[config.mk]
export PLATFORM = sky130hd
export DESIGN_NAME = mbf_out_merge_flat
export DESIGN_NICKNAME = d
export VERILOG_FILES = /design/src/rtl/mbf_pkg.sv /design/src/rtl/mbf_out_merge_if.sv /design/src/rtl/mbf_fifo.sv /design/src/rtl/mbf_out_merge.sv /design/src/flat_wrapper.sv
export SDC_FILE = /design/constraint.sdc
export NUM_CORES = 1
export LEC_CHECK = 0
export BUFFER_PORTS_ARGS = -buffer_cell sky130_fd_sc_hd__buf_2
export CORE_MARGIN = 2
export CORE_UTILIZATION = 54
export CTS_CLUSTER_SIZE = 20
export DETAILED_ROUTE_END_ITERATION = 12
export PLACE_DENSITY_LB_ADDON = 0.25
export SETUP_SLACK_MARGIN = 0.2
export SLEW_MARGIN = 20
export SYNTH_ARGS = -nofsm -noshare
export SYNTH_HDL_FRONTEND = slang
export SYNTH_SLANG_ARGS = --single-unit
[constraint.sdc]
create_clock -name clk -period 2.23 [get_ports clk]
set_clock_uncertainty 0.15 [all_clocks]
set_input_delay 0.3345 -clock clk [delete_from_list [all_inputs] [get_ports clk]]
set_output_delay 0.3345 -clock clk [all_outputs]
set_load 0.01 [all_outputs]
[src/rtl/mbf_pkg.sv]
// Shared constants and types for the filter-bank output merger.
// Holds the sample width, default frame length, channel tags and the counter width.
package mbf_pkg;

    localparam int DATA_W    = 8;
    localparam int N_SAMPLES = 527;
    localparam int CNT_W     = 10;

    typedef logic [DATA_W-1:0] sample_t;

    // Channel tags double as the out_ch encoding and the arbitration pointer value.
    typedef enum logic {
        CH_LPF = 1'b0,
        CH_HPF = 1'b1
    } ch_e;

endpackage

[src/rtl/mbf_out_merge_if.sv]
// Sample-stream bundle between the filter, the merger and the downstream consumer.
// The master side feeds filter samples and out_ready; the slave side is the merger.
interface mbf_out_merge_if
    import mbf_pkg::*;
();

    sample_t y;
    logic    y_valid;
    sample_t z;
    logic    z_valid;
    sample_t out_data;
    logic    out_ch;
    logic    out_valid;
    logic    out_ready;

    modport master (
        output y, y_valid, z, z_valid, out_ready,
        input  out_data, out_ch, out_valid
    );

    modport slave (
        input  y, y_valid, z, z_valid, out_ready,
        output out_data, out_ch, out_valid
    );

endinterface

[src/rtl/mbf_fifo.sv]
// Small synchronous FIFO with registered storage and an occupancy count.
// A push into a full FIFO is accepted only when a pop happens in the same cycle.
module mbf_fifo
    import mbf_pkg::*;
#(
    parameter int DEPTH = 4
) (
    input  logic                   clk,
    input  logic                   reset,
    input  logic                   push,
    input  sample_t                din,
    input  logic                   pop,
    output sample_t                dout,
    output logic                   full,
    output logic                   empty,
    output logic [$clog2(DEPTH):0] count
);

    localparam int AW = $clog2(DEPTH);
    localparam int CW = AW + 1;

    sample_t       mem [DEPTH];
    logic [AW-1:0] wr_ptr;
    logic [AW-1:0] rd_ptr;
    logic          do_push;
    logic          do_pop;

    assign empty   = (count == '0);
    assign full    = (count == CW'(DEPTH));
    assign do_pop  = pop && !empty;
    assign do_push = push && (!full || do_pop);
    assign dout    = mem[rd_ptr];

    // Storage has no reset; the count alone decides what is valid.
    always_ff @(posedge clk) begin
        if (do_push) begin
            mem[wr_ptr] <= din;
        end
    end

    // DEPTH is a power of two, so the pointers wrap by plain overflow.
    always_ff @(posedge clk or negedge reset) begin
        if (!reset) begin
            wr_ptr <= '0;
            rd_ptr <= '0;
            count  <= '0;
        end else begin
            if (do_push) begin
                wr_ptr <= wr_ptr + 1'b1;
            end
            if (do_pop) begin
                rd_ptr <= rd_ptr + 1'b1;
            end
            case ({do_push, do_pop})
                2'b10:   count <= count + 1'b1;
                2'b01:   count <= count - 1'b1;
                default: count <= count;
            endcase
        end
    end

endmodule

[src/rtl/mbf_out_merge.sv]
// Merges the LPF and HPF sample streams into one tagged, back-pressured stream.
// Each channel is buffered in its own FIFO and served round-robin into a single output register.
module mbf_out_merge
    import mbf_pkg::*;
#(
    parameter int DEPTH     = 4,
    parameter int N_SAMPLES = mbf_pkg::N_SAMPLES
) (
    input  logic           clk,
    input  logic           reset,
    mbf_out_merge_if.slave bus,
    output logic           ovf_y,
    output logic           ovf_z,
    output logic           done
);

    localparam int               CW    = $clog2(DEPTH) + 1;
    localparam logic [CNT_W-1:0] LIMIT = CNT_W'(N_SAMPLES);

    sample_t          dout_y;
    sample_t          dout_z;
    logic             full_y;
    logic             full_z;
    logic             empty_y;
    logic             empty_z;
    logic [CW-1:0]    count_y;
    logic [CW-1:0]    count_z;

    logic             live_y;
    logic             live_z;
    logic             push_y;
    logic             push_z;
    logic             pop_y;
    logic             pop_z;
    logic             load;
    logic             xfer;
    ch_e              grant;

    logic [CNT_W-1:0] in_cnt_y;
    logic [CNT_W-1:0] in_cnt_z;
    logic [CNT_W-1:0] out_cnt_y;
    logic [CNT_W-1:0] out_cnt_z;

    logic             out_valid_q;
    sample_t          out_data_q;
    ch_e              out_ch_q;
    ch_e              last_grant;

    logic             valid_nxt;
    sample_t          data_nxt;
    ch_e              ch_nxt;
    ch_e              last_nxt;

    mbf_fifo #(.DEPTH(DEPTH)) u_fifo_y (
        .clk   (clk),
        .reset (reset),
        .push  (push_y),
        .din   (bus.y),
        .pop   (pop_y),
        .dout  (dout_y),
        .full  (full_y),
        .empty (empty_y),
        .count (count_y)
    );

    mbf_fifo #(.DEPTH(DEPTH)) u_fifo_z (
        .clk   (clk),
        .reset (reset),
        .push  (push_z),
        .din   (bus.z),
        .pop   (pop_z),
        .dout  (dout_z),
        .full  (full_z),
        .empty (empty_z),
        .count (count_z)
    );

    // Samples past the frame length are ignored outright, so they never raise an overflow.
    assign live_y = bus.y_valid && (in_cnt_y < LIMIT);
    assign live_z = bus.z_valid && (in_cnt_z < LIMIT);
    assign push_y = live_y && (!full_y || pop_y);
    assign push_z = live_z && (!full_z || pop_z);

    assign load  = (!out_valid_q || bus.out_ready) && (!empty_y || !empty_z);
    assign xfer  = out_valid_q && bus.out_ready;
    assign pop_y = load && (grant == CH_LPF);
    assign pop_z = load && (grant == CH_HPF);

    // With both channels pending the one not served last wins; a lone channel always wins.
    always_comb begin
        grant = CH_LPF;
        if (!empty_y && !empty_z) begin
            grant = (last_grant == CH_HPF) ? CH_LPF : CH_HPF;
        end else if (empty_y) begin
            grant = CH_HPF;
        end
    end

    always_comb begin
        valid_nxt = out_valid_q;
        data_nxt  = out_data_q;
        ch_nxt    = out_ch_q;
        last_nxt  = last_grant;
        if (load) begin
            valid_nxt = 1'b1;
            ch_nxt    = grant;
            last_nxt  = grant;
            data_nxt  = (grant == CH_LPF) ? dout_y : dout_z;
        end else if (bus.out_ready) begin
            valid_nxt = 1'b0;
        end
    end

    always_ff @(posedge clk or negedge reset) begin
        if (!reset) begin
            out_valid_q <= 1'b0;
            out_data_q  <= '0;
            out_ch_q    <= CH_LPF;
            last_grant  <= CH_HPF;
        end else begin
            out_valid_q <= valid_nxt;
            out_data_q  <= data_nxt;
            out_ch_q    <= ch_nxt;
            last_grant  <= last_nxt;
        end
    end

    // Input counts track accepted pushes; output counts track downstream handshakes.
    always_ff @(posedge clk or negedge reset) begin
        if (!reset) begin
            in_cnt_y  <= '0;
            in_cnt_z  <= '0;
            out_cnt_y <= '0;
            out_cnt_z <= '0;
            ovf_y     <= 1'b0;
            ovf_z     <= 1'b0;
            done      <= 1'b0;
        end else begin
            if (push_y) begin
                in_cnt_y <= in_cnt_y + 1'b1;
            end
            if (push_z) begin
                in_cnt_z <= in_cnt_z + 1'b1;
            end
            if (live_y && !push_y) begin
                ovf_y <= 1'b1;
            end
            if (live_z && !push_z) begin
                ovf_z <= 1'b1;
            end
            if (xfer && (out_ch_q == CH_LPF)) begin
                out_cnt_y <= out_cnt_y + 1'b1;
            end
            if (xfer && (out_ch_q == CH_HPF)) begin
                out_cnt_z <= out_cnt_z + 1'b1;
            end
            if ((out_cnt_y == LIMIT) && (out_cnt_z == LIMIT)) begin
                done <= 1'b1;
            end
        end
    end

    assign bus.out_valid = out_valid_q;
    assign bus.out_data  = out_data_q;
    assign bus.out_ch    = out_ch_q;

    a_count_y_bound: assert property (@(posedge clk) disable iff (!reset) count_y <= CW'(DEPTH));
    a_count_z_bound: assert property (@(posedge clk) disable iff (!reset) count_z <= CW'(DEPTH));

endmodule

[src/flat_wrapper.sv]
// flat-port wrapper written by rule: the top's interface ports become plain ports
module mbf_out_merge_flat import mbf_pkg::*;
#(
    parameter int DEPTH     = 4,
    parameter int N_SAMPLES = mbf_pkg::N_SAMPLES
)
  (clk, reset, ovf_y, ovf_z, done, bus_y, bus_y_valid, bus_z, bus_z_valid, bus_out_ready, bus_out_data, bus_out_ch, bus_out_valid);
  mbf_out_merge_if bus_i ();
  input  logic clk;
  input  logic reset;
  output logic ovf_y;
  output logic ovf_z;
  output logic done;
  input wire logic [$bits(bus_i.y)-1:0] bus_y;
  input wire logic [$bits(bus_i.y_valid)-1:0] bus_y_valid;
  input wire logic [$bits(bus_i.z)-1:0] bus_z;
  input wire logic [$bits(bus_i.z_valid)-1:0] bus_z_valid;
  input wire logic [$bits(bus_i.out_ready)-1:0] bus_out_ready;
  output wire logic [$bits(bus_i.out_data)-1:0] bus_out_data;
  output wire logic [$bits(bus_i.out_ch)-1:0] bus_out_ch;
  output wire logic [$bits(bus_i.out_valid)-1:0] bus_out_valid;
  assign bus_i.y = bus_y;
  assign bus_i.y_valid = bus_y_valid;
  assign bus_i.z = bus_z;
  assign bus_i.z_valid = bus_z_valid;
  assign bus_i.out_ready = bus_out_ready;
  assign bus_out_data = bus_i.out_data;
  assign bus_out_ch = bus_i.out_ch;
  assign bus_out_valid = bus_i.out_valid;
  mbf_out_merge #(.DEPTH(DEPTH), .N_SAMPLES(N_SAMPLES)) u_core (.clk(clk), .reset(reset), .bus(bus_i), .ovf_y(ovf_y), .ovf_z(ovf_z), .done(done));
endmodule
# After elaboration in Yosys (flattened, before gate mapping)
# Memories as Yosys holds them, arrays and structs flattened.
# Index checks and enable logic that the tools add are counted.
# totals
reg_bits	68
ram_bits	64
output_inout_bits	13
wordCells	91
mem_count	2
# classes
addsub	12
magnitude_cmp	2
eq_ne	8
mux	12
n_bitwise	2
reduce_logical	36
# memory_table
memory	depth	width	read_ports	rd_ports_with_merged_regs	wr	line	rtl
u_core.u_fifo_y.mem	4	8	1	0	1	mbf_fifo.sv:22	sample_t mem [DEPTH];
u_core.u_fifo_z.mem	4	8	1	0	1	mbf_fifo.sv:22	
# ops
operator	n
$add 10x1->10 const B	4
$eq 10x10->1 const B	2
$lt 10x10->1 const B	2
$logic_and 1x1->1	18
$pmux 3 s2	2
$mux 1	9
$add 2x1->2 const B	4
$mux 8	1
$logic_not 1->1	7
$add 3x1->3 const B	2
$eq 3x3->1 const B	2
$logic_not 3->1	2
$logic_or 1x1->1	6
$reduce_bool 2->1	3
$sub 3x1->3 const B	2
$eq 2x1->1 const B	2
$eq 2x2->1 const B	2
$not 1->1	2

# Logic depth before layout (Yosys ltp)
# Gate-level depths: netlist of run 1.
# depth
depth_word	11
mapped_depth	11
ltp_nobuf	11

# By module
# A second synthesis of run 1 with hierarchy kept.
# hier_totals
cells_unflattened	386
area_unflattened_um2	5751.8
# modules_own_cells
module	instances	cells_per_inst	area_each_um2	seq_area_each_um2
mbf_out_merge	1	210	2486.1	1352.5
mbf_fifo (u_core.u_fifo_y)	1	96	1677.9	1136.1
mbf_fifo (u_core.u_fifo_z)	1	80	1587.8	1136.1

# Least setup slack after synthesis of run 1
# No wires, ideal clock.
# synth_timing
path_type	register to register
from	reg u_core.u_fifo_y.count[0]
to	reg u_core.u_fifo_y.count[2]
setup_ns	0.079
t_arrival_ns	2.193
required_time_ns	2.001
slack_ns	-0.192
path_stages_with_launch	11
n_path_buf	0
period_less_slack_ns	2.422
cell_sequence	dfrtp_1 or3b_1 a31oi_4 nor2_4 inv_1 ha_1 inv_1 fa_1 xor2_1 nor2_1 xor2_1
# synth_between
elab_chain_cells	11
# synth_lines
item	line	rtl
from (decl)	mbf_fifo.sv:16	output logic [$clog2(DEPTH):0] count
from (signal assigned)	mbf_fifo.sv:55	2'b10: count <= count + 1'b1;
from (signal assigned)	mbf_fifo.sv:56	2'b01: count <= count - 1'b1;
from (signal assigned)	mbf_fifo.sv:57	default: count <= count;
$logic_not 3->1	mbf_fifo.sv:28	assign empty = (count == '0);
$logic_not 1->1	mbf_fifo.sv:30, mbf_out_merge.sv:84, mbf_out_merge.sv:92	
$logic_and 1x1->1	mbf_out_merge.sv:92	if (!empty_y && !empty_z) begin
$mux 1	mbf_out_merge.sv:92	
$not 1->1	mbf_out_merge.sv:86	assign pop_y = load && (grant == CH_LPF);
$logic_and 1x1->1	mbf_out_merge.sv:86	
$logic_or 1x1->1 or $logic_and 1x1->1 (tied branches)	mbf_out_merge.sv:81, mbf_fifo.sv:30	
$logic_and 1x1->1 or $logic_or 1x1->1 (tied branches)	mbf_out_merge.sv:81, mbf_fifo.sv:31	
$logic_and 1x1->1	mbf_fifo.sv:31	assign do_push = push && (!full || do_pop);
$eq 2x1->1 or $eq 2x2->1 (tied branches)	mbf_fifo.sv:54	case ({do_push, do_pop})
$pmux 3 s2 or $reduce_bool 2->1 (tied branches)	-	
# Several ways; a longest one is shown, not always the timed one.
# A chain may end at the register's enable or synchronous reset.

# Worst setup path after layout of run 1
# layout_timing
from	reg u_core.u_fifo_y.count[2]
to	reg u_core.u_fifo_z.count[2]
# layout_between
elab_chain_cells	10
# layout_lines
item	line	rtl
$logic_not 3->1 (*)	mbf_fifo.sv:28	
$logic_not 1->1	mbf_out_merge.sv:84, mbf_out_merge.sv:92	
$logic_and 1x1->1 or $logic_or 1x1->1 (tied branches)	mbf_out_merge.sv:92, mbf_out_merge.sv:84	
$mux 1 or $logic_and 1x1->1 (tied branches)	mbf_out_merge.sv:92, mbf_out_merge.sv:84	
$logic_and 1x1->1 (*)	mbf_out_merge.sv:87	assign pop_z = load && (grant == CH_HPF);
$logic_or 1x1->1 or $logic_and 1x1->1 (tied branches)	mbf_out_merge.sv:82, mbf_fifo.sv:30	
$logic_and 1x1->1 or $logic_or 1x1->1 (tied branches)	mbf_out_merge.sv:82, mbf_fifo.sv:31	
$logic_and 1x1->1	mbf_fifo.sv:31	
$eq 2x1->1 or $eq 2x2->1 (tied branches)	mbf_fifo.sv:54	
$pmux 3 s2 or $reduce_bool 2->1 (tied branches)	-	
to (signal assigned)	mbf_fifo.sv:55	
to (signal assigned)	mbf_fifo.sv:56	
to (signal assigned)	mbf_fifo.sv:57	
to (decl)	mbf_fifo.sv:16	
# Every way passes the cells marked *; elsewhere a longest branch is shown, timed or not.

==> results.yml, run 1 <==
run_status:
  status: "finished with violations"
  violations: "setup timing"
yosys:
  netlist_instances: 373
  synth_nets: 410
  synth_area_um2: 5600
  async_reset_ff_share_pct: 51.5
  synthFlopType: "dfrtp_1"
  syn_area_per_cell_um2: 15.0
  synth_edf_count: 64
  ys_seq_elements: 132
  ys_warn_count: 0
  seq_area_frac_synth_pct: 64.8
  ys_types: 46
drt:
  route.detailed.drc: 0
  wire_per_inst_um: 16.6
  wl_met3_um: 426
  routed-via-count: 3372
  met2_length_um: 5400
  highest_layer: "met4"
  drtPass1Iterations: 6
  routed_wl_um: 10500
  viasPerCell: 5.34
  drt-initial-drc-count: 178
  ant_nets: 0
  met1_length_um: 4530
timing:
  max_freq_mhz: 436
  slew_viol_final: 0
  hold_slack_ns: 0.192
  fin_ws_ns: -0.0638
  slew_headroom_pct: 71.6
  timing.final.hold_violations: 0
  worstMarginPinSlew_ns: 0.426
  setup_violations: 2
  min_period_ns: 2.29
  fin_crit_sh_pct: 103
  rsz0062_at_grt: "yes"
clocking:
  cts_buffer_depth: 2
  htree_levels: 4
  numCtsBuffers: 17
  cts_tree: "built"
  clkTransAtPathRegs_ns: 0.06
  cts-root-buf: "clkbuf_8"
  clk-insertion-delay-late_ns: 0.52
  cts.sinks: 132
setup_path:
  crit_path_start: "u_core.u_fifo_y.count[2]"
  r2r_end: "u_core.u_fifo_z.count[2]"
  crit_arrival_ns: 2.54
  r2r-start: "u_core.u_fifo_y.count[2]"
  slowest_stage: "dfrtp_1"
  crit_type: "reg -> reg"
  worstPathCellList: "buf_6, o31a_1, o2111a_2, nor2_4, inv_2, ha_4, inv_2, fa_2, xor2_1, nor2_1, xor2_1"
  critical_path.max_stage_delay_ns: 0.39
  crit_end: "u_core.u_fifo_z.count[2]"
  required_ns: 2.47
  path_max_fanout: 3
  crit_path_start_kind: "register"
  reg2reg_slack_ns: -0.06
  rr_worst_depth: 11
  end_kind: "register"
finish:
  diodes: 0
  syn2layout_area_growth_pct: 29.7
  fin_nets: 520
  final_cell_count_no_fill: 632
  final_layout_size_suffix_gt1_share_pct: 33.1
placement:
  port_buffers: 33
  dp_cells: 573
  dp_hpwl_um: 6680
  dp_slack_ns: -0.160
  place_congestion: 0.771
pwr:
  share_comb_of_total_power_pct: 32.8
  p_leak_nw: 3.02
  swShare_pct: 30.8
  power.total_mw: 9.61
  ir_drop_v: 0.000898
  internal_power_mw: 6.65
  power.net_switching_mw: 2.96
  clock_power_share_pct: 26.8
  powerDensity_nw_per_um2: 1320
  pwr-share-seq_pct: 40.4
die:
  rows: 37
  die_x_um: 106
  dieArea_um2: 11200
  io_pins: 34
  core-area_um2: 10200
  start_util_pct: 55.0
  die_h_um: 106
grt:
  grt_pass1_wl_um: 17400
  grt_pass1_vias: 3566
  grt_max_degree: 69
  overflow: 0
  antenna_found_initial: 0
  grt_usage_pct: 20.8
worst_hold_path:
  hp-class: "in -> reg"
flow_run:
  drv_cap: 0
repair_timing:
item | CTS | global route
hold buffers | 17 | 0
setup buffers | 5 | 5
hold endpoints to repair | 132 | 0
resized for setup | 29 | 8
pin swaps | 12 | 7
endpoints found under the setup margin | 71 | 72
critical path, delay by kind of cell (launching register included):
kind,cells,cell delay [ns]
buffers and inverters,3,0.21
adder cells (fa/ha/maj),2,0.33
AND/OR/NAND/NOR,2,0.18
flip-flops,1,0.39
XOR/XNOR,2,0.29
AO/OA/AOI/OAI,2,0.61
routing by layer:
metal  up-vias  global-route usage, %
met3        12                   5.81
li1       1590                      -
met2        63                   34.6
met5         -                      0
met1      1707                   26.2
met4         0                   7.52
flip-flops by register name, summed over array words and instances (netlist names), 2 cells and up:
register / count
u_core.out_cnt_y: 10
u_core.u_fifo_y.count: 3
u_core.u_fifo_y.rd_ptr: 2
u_core.in_cnt_y: 10
u_core.u_fifo_z.rd_ptr: 2
u_core.u_fifo_y.wr_ptr: 2
u_core.u_fifo_z.mem: 32
u_core.u_fifo_y.mem: 32
u_core.u_fifo_z.count: 3
u_core.out_cnt_z: 10
u_core.bus.out_data: 8
u_core.u_fifo_z.wr_ptr: 2
u_core.in_cnt_z: 10
cells in the final DEF, fill, tap and decap left out, drive strengths merged, types with 2 or more instances in the layout:
master       netlist  routed
mux4              16      16
nand3             10      10
inv               14      14
or3                3       3
mux2               6       6
ha                14      14
a22oi              8       8
buf                6      83
nand2b             4       4
and3               6       6
xor2              27      27
and2               8       8
a31oi              4       4
clkbuf             3      22
mux2i              2       2
dfrtp             67      67
xnor2             19      19
nor3b              2       2
clkinvlp           0       3
bufinv             0       2
clkinv             0       5
a31o               2       2
a21o               3       3
o21bai             2       2
and4               3       3
edfxtp            64      64
fa                 2       2
nor4b              4       4
nand2             29      29
nor2              11      11
nand4             10      10
nor2b              4       4
nor4               5       5
dlygate4sd3        0      17
nor3               9       9
worst min path at each step:
| stage | from | depth (start not counted) | to |
|---|---|---|---|
| 3_3_place_gp | reset | 2 | u_core.ovf_y |
| 6_report | bus_out_ready | 3 | u_core.out_cnt_z[0] |
| 5_1_grt | bus_out_ready | 3 | u_core.out_cnt_z[0] |
| 3_5_place_dp | reset | 2 | u_core.u_fifo_y.count[1] |
| 2_1_floorplan | reset | 0 | u_core.bus.out_ch |
| 4_1_cts | bus_out_ready | 3 | u_core.out_cnt_z[0] |
cells in the mapped netlist, types with 4 or more instances:
cell type,n,area share [%]
and3_1,6,0.67
buf_2,4,0.36
dfrtp_1,67,30
mux4_2,16,6.4
xnor2_1,19,3.0
inv_1,14,0.94
nand2b_1,4,0.45
nand4_1,10,1.1
ha_1,14,3.1
nand2_1,29,1.9
a22oi_1,8,1.1
nor2b_1,4,0.45
edfxtp_1,64,34
mux2_1,4,0.80
xor2_1,27,4.2
nand3_1,10,0.89
nor3_1,9,0.80
and2_1,8,0.89
nor2_1,9,0.60
nor4b_1,4,0.63
final cells by class:
type                       count  area (µm²)
clock inverter                10         110
timing repair buffer         100         857
clock buffer                  22         443
multi-input combinational    218        2000
sequential                   132        3620
fill                         656        2920
inverter                      14        52.6
tap                          136         170
stage by stage:
stage	instance area, µm²	TNS [ns]	utilization [%]
after floorplan	5630	-0.299	-
after global placement	6330	-0.00287	62.1
after detailed placement	6330	-0.382	62.1
after CTS	7190	-0.112	70.6
after global routing	7260	-0.350	71.3
final	7260	-0.0839	71.3
cells by family (layout without fill, tap and decap cells):
family / Yosys count / count (layout) / synth area share, %
XOR/XNOR: 46 / 46 / 7.20
multiplexers: 24 / 24 / 8.00
adder cells (fa/ha/maj): 16 / 16 / 3.84
AND/OR/NAND/NOR: 110 / 110 / 11.2
buffers and inverters: 23 / 146 / 1.70
flip-flops: 132 / 132 / 64.8
AO/OA/AOI/OAI: 22 / 22 / 3.33
power by group through the flow:
stage	sequential, mW	clock [mW]	combinational, mW
detailed placement	3.90	0	2.85
floorplan	3.80	0	1.79
global route	3.97	2.74	3.46
CTS	3.88	2.63	3.10
global placement	3.86	0	2.76
finish	3.88	2.58	3.15
Power figures use the tool's default switching activity.
==> run 2, diff against run 1 <==
--- a/config.mk
+++ b/config.mk
@@ -5,9 +5,10 @@
 export SDC_FILE = /design/constraint.sdc
 export NUM_CORES = 1
 export LEC_CHECK = 0
+export ABC_AREA = 1
 export BUFFER_PORTS_ARGS = -buffer_cell sky130_fd_sc_hd__buf_2
 export CORE_MARGIN = 2
-export CORE_UTILIZATION = 54
+export CORE_UTILIZATION = 55
 export CTS_CLUSTER_SIZE = 20
 export DETAILED_ROUTE_END_ITERATION = 12
 export PLACE_DENSITY_LB_ADDON = 0.25
==> run 2 against run 1 <==
Against the previous run:
- the run now ends clean
- clock-buffer cell count shrank 1
- first-iteration DRC count grew 37%
- sequential power shrank 4%
- die area grew 4.5%
- routed wire length grew 18%
- global-route usage grew 1.1 points
- via count grew 29%
- highest routed layer unchanged
==> results.yml, run 2 <==
drt:
  drt-initial-drc-count: 243
  ant_nets: 0
  routed-via-count: 4336
  route.detailed.drc: 0
  drtPass1Iterations: 5
  routed_wl_um: 12300
  wire_per_inst_um: 14.8
  viasPerCell: 5.19
yosys:
  synth-simple-area-share_pct: 19.1
  synthTopCellsByArea: "edfxtp_1 32%, dfrtp_1 28%, nand2_1 7.2%, nand3_1 4.0%, nor2_1 4.0%"
  ys_warn_count: 0
  ys_types: 32
  synthFlopType: "dfrtp_1"
  synth_most_common_cell: "nand2_1"
  synth_top_area_share_pct: 32.2
  synth_top_family_by_area: "simple AND/OR/NAND/NOR gates"
  synth_edf_count: 64
  synth_nets: 611
  netlist_instances: 574
  seq_area_frac_synth_pct: 60.7
  async_reset_ff_share_pct: 51.5
  synthTopCellsByCount: "114 x nand2_1, 67 x dfrtp_1, 64 x edfxtp_1"
  syn_area_per_cell_um2: 10.4
  synth_area_um2: 5970
  synthMuxAreaShare_pct: 0.189
  yosys.area.top_type: "edfxtp_1"
  synth_compound_area_share_pct: 5.91
  synth_xor_xnor_area_share_pct: 5.14
  ys_seq_elements: 132
  yosys.area_share.adder_pct: 3.61
clocking:
  htree_levels: 4
  numCtsBuffers: 17
  clk-insertion-delay-late_ns: 0.53
  cts_buffer_depth: 2
  cts-root-buf: "clkbuf_8"
  cts.sinks: 132
  cts_tree: "built"
  clkTransAtPathRegs_ns: 0.06
timing:
  setup_violations: 0
  slew_viol_final: 0
  rsz0062_at_grt: "yes"
  worstMarginPinSlew_ns: 0.523
  timing.final.hold_violations: 0
  fin_ws_ns: 0.0463
  max_freq_mhz: 458
  min_period_ns: 2.18
  slew_headroom_pct: 65.1
  fin_crit_sh_pct: 97.9
  hold_slack_ns: 0.0427
finish:
  final_common_cell: "nand2_1"
  nFillCells: 734
  mostFrequentLayoutCells: "108 x nand2_1, 67 x dfrtp_1, 64 x edfxtp_1"
  syn2layout_area_growth_pct: 27.6
  final_layout_size_suffix_gt1_share_pct: 23.5
  diodes: 0
  fin_nets: 719
  reg_top3: "u_core.u_fifo_y.mem: 32 flops, u_core.u_fifo_z.mem: 32 flops"
  final_cell_area_um2: 7610
  final_util_pct: 71.2
die:
  dieArea_um2: 11700
  rows: 38
  io_pins: 34
  die_x_um: 108
  die_h_um: 108
  start_util_pct: 55.8
  core-area_um2: 10700
grt:
  antenna_found_initial: 0
  grt_pass1_wl_um: 19200
  grt_pass1_vias: 4120
  grt_usage_pct: 21.9
  grt_max_degree: 38
  overflow: 0
setup_path:
  critical_path.max_stage_delay_ns: 0.41
  required_ns: 2.49
  path_max_fanout: 4
  crit_path_start_kind: "register"
  crit_type: "reg -> reg"
  worstPathCellList: "nor2_1, nand2_1, nand2_2, nand2_2, nand3_4, nand2_4, nand2_4, ha_4, inv_4, fa_2, a21oi_2, o21ai_1, xor2_1"
  crit_arrival_ns: 2.45
  slowest_stage: "dfrtp_1"
  end_kind: "register"
  reg2reg_slack_ns: 0.05
  cp_num_buf_inv: 1
  crit_family: "simple AND/OR/NAND/NOR gates"
flow_run:
  drv_cap: 0
run_status:
  status: "completed"
pwr:
  ir_drop_v: 0.000958
  p_leak_nw: 3.36
  power.total_mw: 10.5
  powerDensity_nw_per_um2: 1380
placement:
  place_congestion: 0.817
  dp_slack_ns: 0.0330
  dp_hpwl_um: 7470
  port_buffers: 33
  post_dp_cell_area_um2: 6500
worst_hold_path:
  hp-class: "in -> reg"
==> run 2: cell count changes after synthesis, moves of 16 or more <==
cell	before	now
nand2_1	29	114
o22ai_1	0	16
o21ai_0	0	39
nand3_1	10	48
inv_1	14	55
mux4_2	16	0
nor2_1	9	63
==> run 2: layer usage <==
| layer | global-route usage (%) | up-vias | routed length (µm) |
|---|---|---|---|
| met1 | 28.0 | 2081 | 5420 |
| li1 | - | 2121 | - |
| met3 | 6.63 | 20 | 600 |
| met2 | 35.4 | 114 | 6070 |
| met5 | 0 | - | 0 |
| met4 | 8.61 | 0 | 236 |
==> run 2: cell type report <==
type	instances	area [µm²]	area share, %
Timing Repair Buffer	104	842	11.1
Clock buffer	21	429	5.64
Clock inverter	11	159	2.09
Sequential cell	132	3620	47.6
Inverter	58	223	2.92
Multi-Input combinational cell	369	2160	28.4
Tap cell	140	175	2.30
==> run 2: timing repair <==
| action | CTS | global route |
|---|---|---|
| hold buffers | 17 | 0 |
| pin swaps | 15 | 11 |
| cloned | 0 | 0 |
| hold endpoints to repair | 118 | 0 |
| setup buffers | 16 | 15 |
| setup endpoints to repair | 68 | 68 |
| gates resized for setup | 6 | 29 |
==> run 2: worst paths after layout <==
path	end	cells past startpoint	from
hold / removal	u_core.out_cnt_z[0]	3	bus_out_ready
min in group asynchronous	u_core.bus.out_data[7]	2	reset
hold reg to reg	u_core.ovf_y	2	u_core.ovf_y
setup reg to reg	u_core.u_fifo_z.count[2]	13	u_core.u_fifo_z.count[0]
setup / recovery	u_core.u_fifo_z.count[2]	13	u_core.u_fifo_z.count[0]
max in group asynchronous	u_core.u_fifo_y.wr_ptr[1]	3	reset
==> run 2: worst reg2reg max path, stage by stage, from the launching register on <==
cell and delay (ns):
dfrtp_1 0.41, nor2_1 0.12, nand2_1 0.09, nand2_2 0.09, nand2_2 0.07, nand3_4 0.09, nand2_4 0.07, nand2_4 0.08
ha_4 0.14, inv_4 0.03, fa_2 0.35, a21oi_2 0.14, o21ai_1 0.09, xor2_1 0.15
==> run 2: stage by stage <==
step           setup TNS (ns)  cells
2_1_floorplan         -0.0218    574
3_3_place_gp                0    755
3_5_place_dp                0    755
4_1_cts                     0    820
5_1_grt               -0.0576    835
6_report                    0    835
==> run 2: cell families (layout without fill, tap and decap cells) <==
logic type	count (synthesis)	in the layout
DFF	132	132
buffers and inverters	73	194
muxes	1	1
AOI/OAI and AO/OA	61	61
adders and majority gates	16	16
xor gates and xnor gates	35	35
and+or+nand+nor	256	256
==> run 2: power by group <==
part / leakage, nW / total [mW] / internal, mW / switching (mW)
combinational: 1.66 / 4.02 / 1.73 / 2.29
clock: 0.285 / 2.77 / 1.80 / 0.969
sequential: 1.42 / 3.74 / 3.28 / 0.455
==> run 3, diff against run 2 <==
--- a/config.mk
+++ b/config.mk
@@ -12,6 +12,7 @@
 export CTS_CLUSTER_SIZE = 20
 export DETAILED_ROUTE_END_ITERATION = 12
 export PLACE_DENSITY_LB_ADDON = 0.25
+export RECOVER_POWER = 100
 export SETUP_SLACK_MARGIN = 0.2
 export SLEW_MARGIN = 20
 export SYNTH_ARGS = -nofsm -noshare
==> run 3 against run 2 <==
Against the previous run:
- final cell count stayed put
- total power is 0.27% lower
- worst hold slack worse by 0.0033 ns
- largest power group unchanged
- highest routed layer unchanged
==> results.yml, run 3 (synthesized netlist as in run 2, its figures left out) <==
setup_path:
  end_kind: "register"
  reg2reg_slack_ns: 0.05
  rr_worst_depth: 13
  crit_path_start_kind: "register"
  crit_type: "reg -> reg"
  crit_arrival_ns: 2.44
  r2r_end: "u_core.u_fifo_z.count[2]"
  required_ns: 2.49
  path_max_fanout: 4
  r2r-start: "u_core.u_fifo_y.count[1]"
placement:
  place_congestion: 0.817
  dp_hpwl_um: 7470
  dp_cells: 755
  port_buffers: 33
  post_dp_cell_area_um2: 6500
finish:
  diodes: 0
  final_layout_size_suffix_gt1_share_pct: 20.4
  reg_top3: "u_core.u_fifo_y.mem: 32 flops, u_core.u_fifo_z.mem: 32 flops"
  final_cell_count_no_fill: 835
  fin_nets: 719
  final_util_pct: 70.7
  final_common_cell: "nand2_1"
  final_cell_area_um2: 7560
  syn2layout_area_growth_pct: 26.7
  mostFrequentLayoutCells: "108 x nand2_1, 67 x dfrtp_1, 64 x edfxtp_1"
clocking:
  cts.sinks: 132
  clkTransAtPathRegs_ns: 0.06
  numCtsBuffers: 17
  cts_buffer_depth: 2
  clk-insertion-delay-late_ns: 0.53
  htree_levels: 4
  cts-root-buf: "clkbuf_8"
  cts_tree: "built"
timing:
  min_period_ns: 2.18
  worstMarginPinSlew_ns: 1.09
  fin_crit_sh_pct: 97.7
  slew_headroom_pct: 27.6
  setup_violations: 0
  rsz0062_at_grt: "yes"
  finalSetupTns_ns: 0
  max_freq_mhz: 459
  timing.final.hold_violations: 0
  slew_viol_final: 0
die:
  dieArea_um2: 11700
  core-area_um2: 10700
  io_pins: 34
  die_h_um: 108
  start_util_pct: 55.8
  rows: 38
  die_x_um: 108
grt:
  grt_max_degree: 38
  antenna_found_initial: 0
  grt_usage_pct: 21.9
  grt_pass1_wl_um: 19200
  grt_pass1_vias: 4120
  overflow: 0
drt:
  wire_per_inst_um: 14.7
  highest_layer: "met4"
  drt-initial-drc-count: 280
  wl_met3_um: 657
  viasPerCell: 5.19
  route.detailed.drc: 0
  routed_wl_um: 12300
  met2_length_um: 6080
  met1_length_um: 5360
  routed-via-count: 4337
  ant_nets: 0
  drtPass1Iterations: 4
pwr:
  powerDensity_nw_per_um2: 1390
  power.total_mw: 10.5
  ir_drop_v: 0.000956
  p_leak_nw: 3.31
worst_hold_path:
  min_delay_path_depth: 3
  worstHoldStart: "bus_out_ready"
  hold_path_end: "u_core.out_cnt_z[2]"
  hp-class: "in -> reg"
run_status:
  status: "completed"
flow_run:
  drv_cap: 0
[run 3: cell count changes in the layout (fill, tap and decap cells not counted), moves of 2 or more]
| cell | change |
|---|---|
| nand3_2 | -2 |
| nand3_1 | +2 |
| buf_4 | -2 |
| clkbuf_1 | +18 |
| buf_2 | -17 |
[run 3: final cells by class]
cell class	count	area (µm²)
Clock buffer	21	429
Clock inverter	11	159
Fill cell	754	3140
Inverter	58	223
Multi-Input combinational cell	369	2150
Sequential cell	132	3620
Tap cell	140	175
Timing Repair Buffer	104	802
[run 3: worst max-delay path by stage]
stage | startpoint | endpoint | depth (start not counted)
finish | u_core.u_fifo_y.count[1] | u_core.u_fifo_z.count[2] | 13
global route | u_core.u_fifo_z.count[0] | u_core.u_fifo_z.count[2] | 13
CTS | u_core.u_fifo_y.count[1] | u_core.u_fifo_z.count[2] | 13
detailed placement | u_core.u_fifo_z.count[1] | u_core.u_fifo_z.count[2] | 13
global placement | u_core.u_fifo_y.count[0] | u_core.u_fifo_z.count[2] | 13
floorplan | u_core.u_fifo_y.count[0] | u_core.u_fifo_z.count[2] | 14
[run 3: repair_timing]
action,CTS,global route
buffers inserted,16,15
gates resized for setup,6,29
hold buffers,17,0
hold endpoints to repair,118,0
setup endpoints to repair,68,68
pin swaps,15,11
gates cloned,0,0
[run 3: critical path, stage by stage (launching register included)]
cell and delay [ns]:
dfrtp_1 0.42, nor2_4 0.13, nand2_4 0.08, inv_2 0.05, nand2_2 0.06, nand3_4 0.12
nand2_4 0.07, nand2_4 0.08, ha_4 0.14, inv_4 0.03, fa_2 0.35, a21oi_2 0.14
o21ai_1 0.09, xor2_1 0.15
[run 3: per-stage QoR]
stage / hold slack [ns] / setup WS (ns)
after floorplan: -0.111 / -0.0110
after global placement: 0.170 / 0.0746
after detailed placement: 0.167 / 0.0330
after CTS: 0.00719 / 0.0915
after global routing: 0.0263 / -0.0576
final: 0.0394 / 0.0523
[run 3: report_power, final]
| group | leakage (nW) | switching [mW] | internal (mW) |
|---|---|---|---|
| Clock | 0.285 | 0.964 | 1.80 |
| Combinational | 1.60 | 2.28 | 1.72 |
| Sequential | 1.42 | 0.453 | 3.28 |
| Total | 3.31 | 3.70 | 6.80 |
[run 3: layer usage]
layer  track usage (%)  vias up
met5                 0        -
met4              8.61        0
met3              6.63       18
met2              35.4      114
met1              28.0     2079
li1                  -     2126
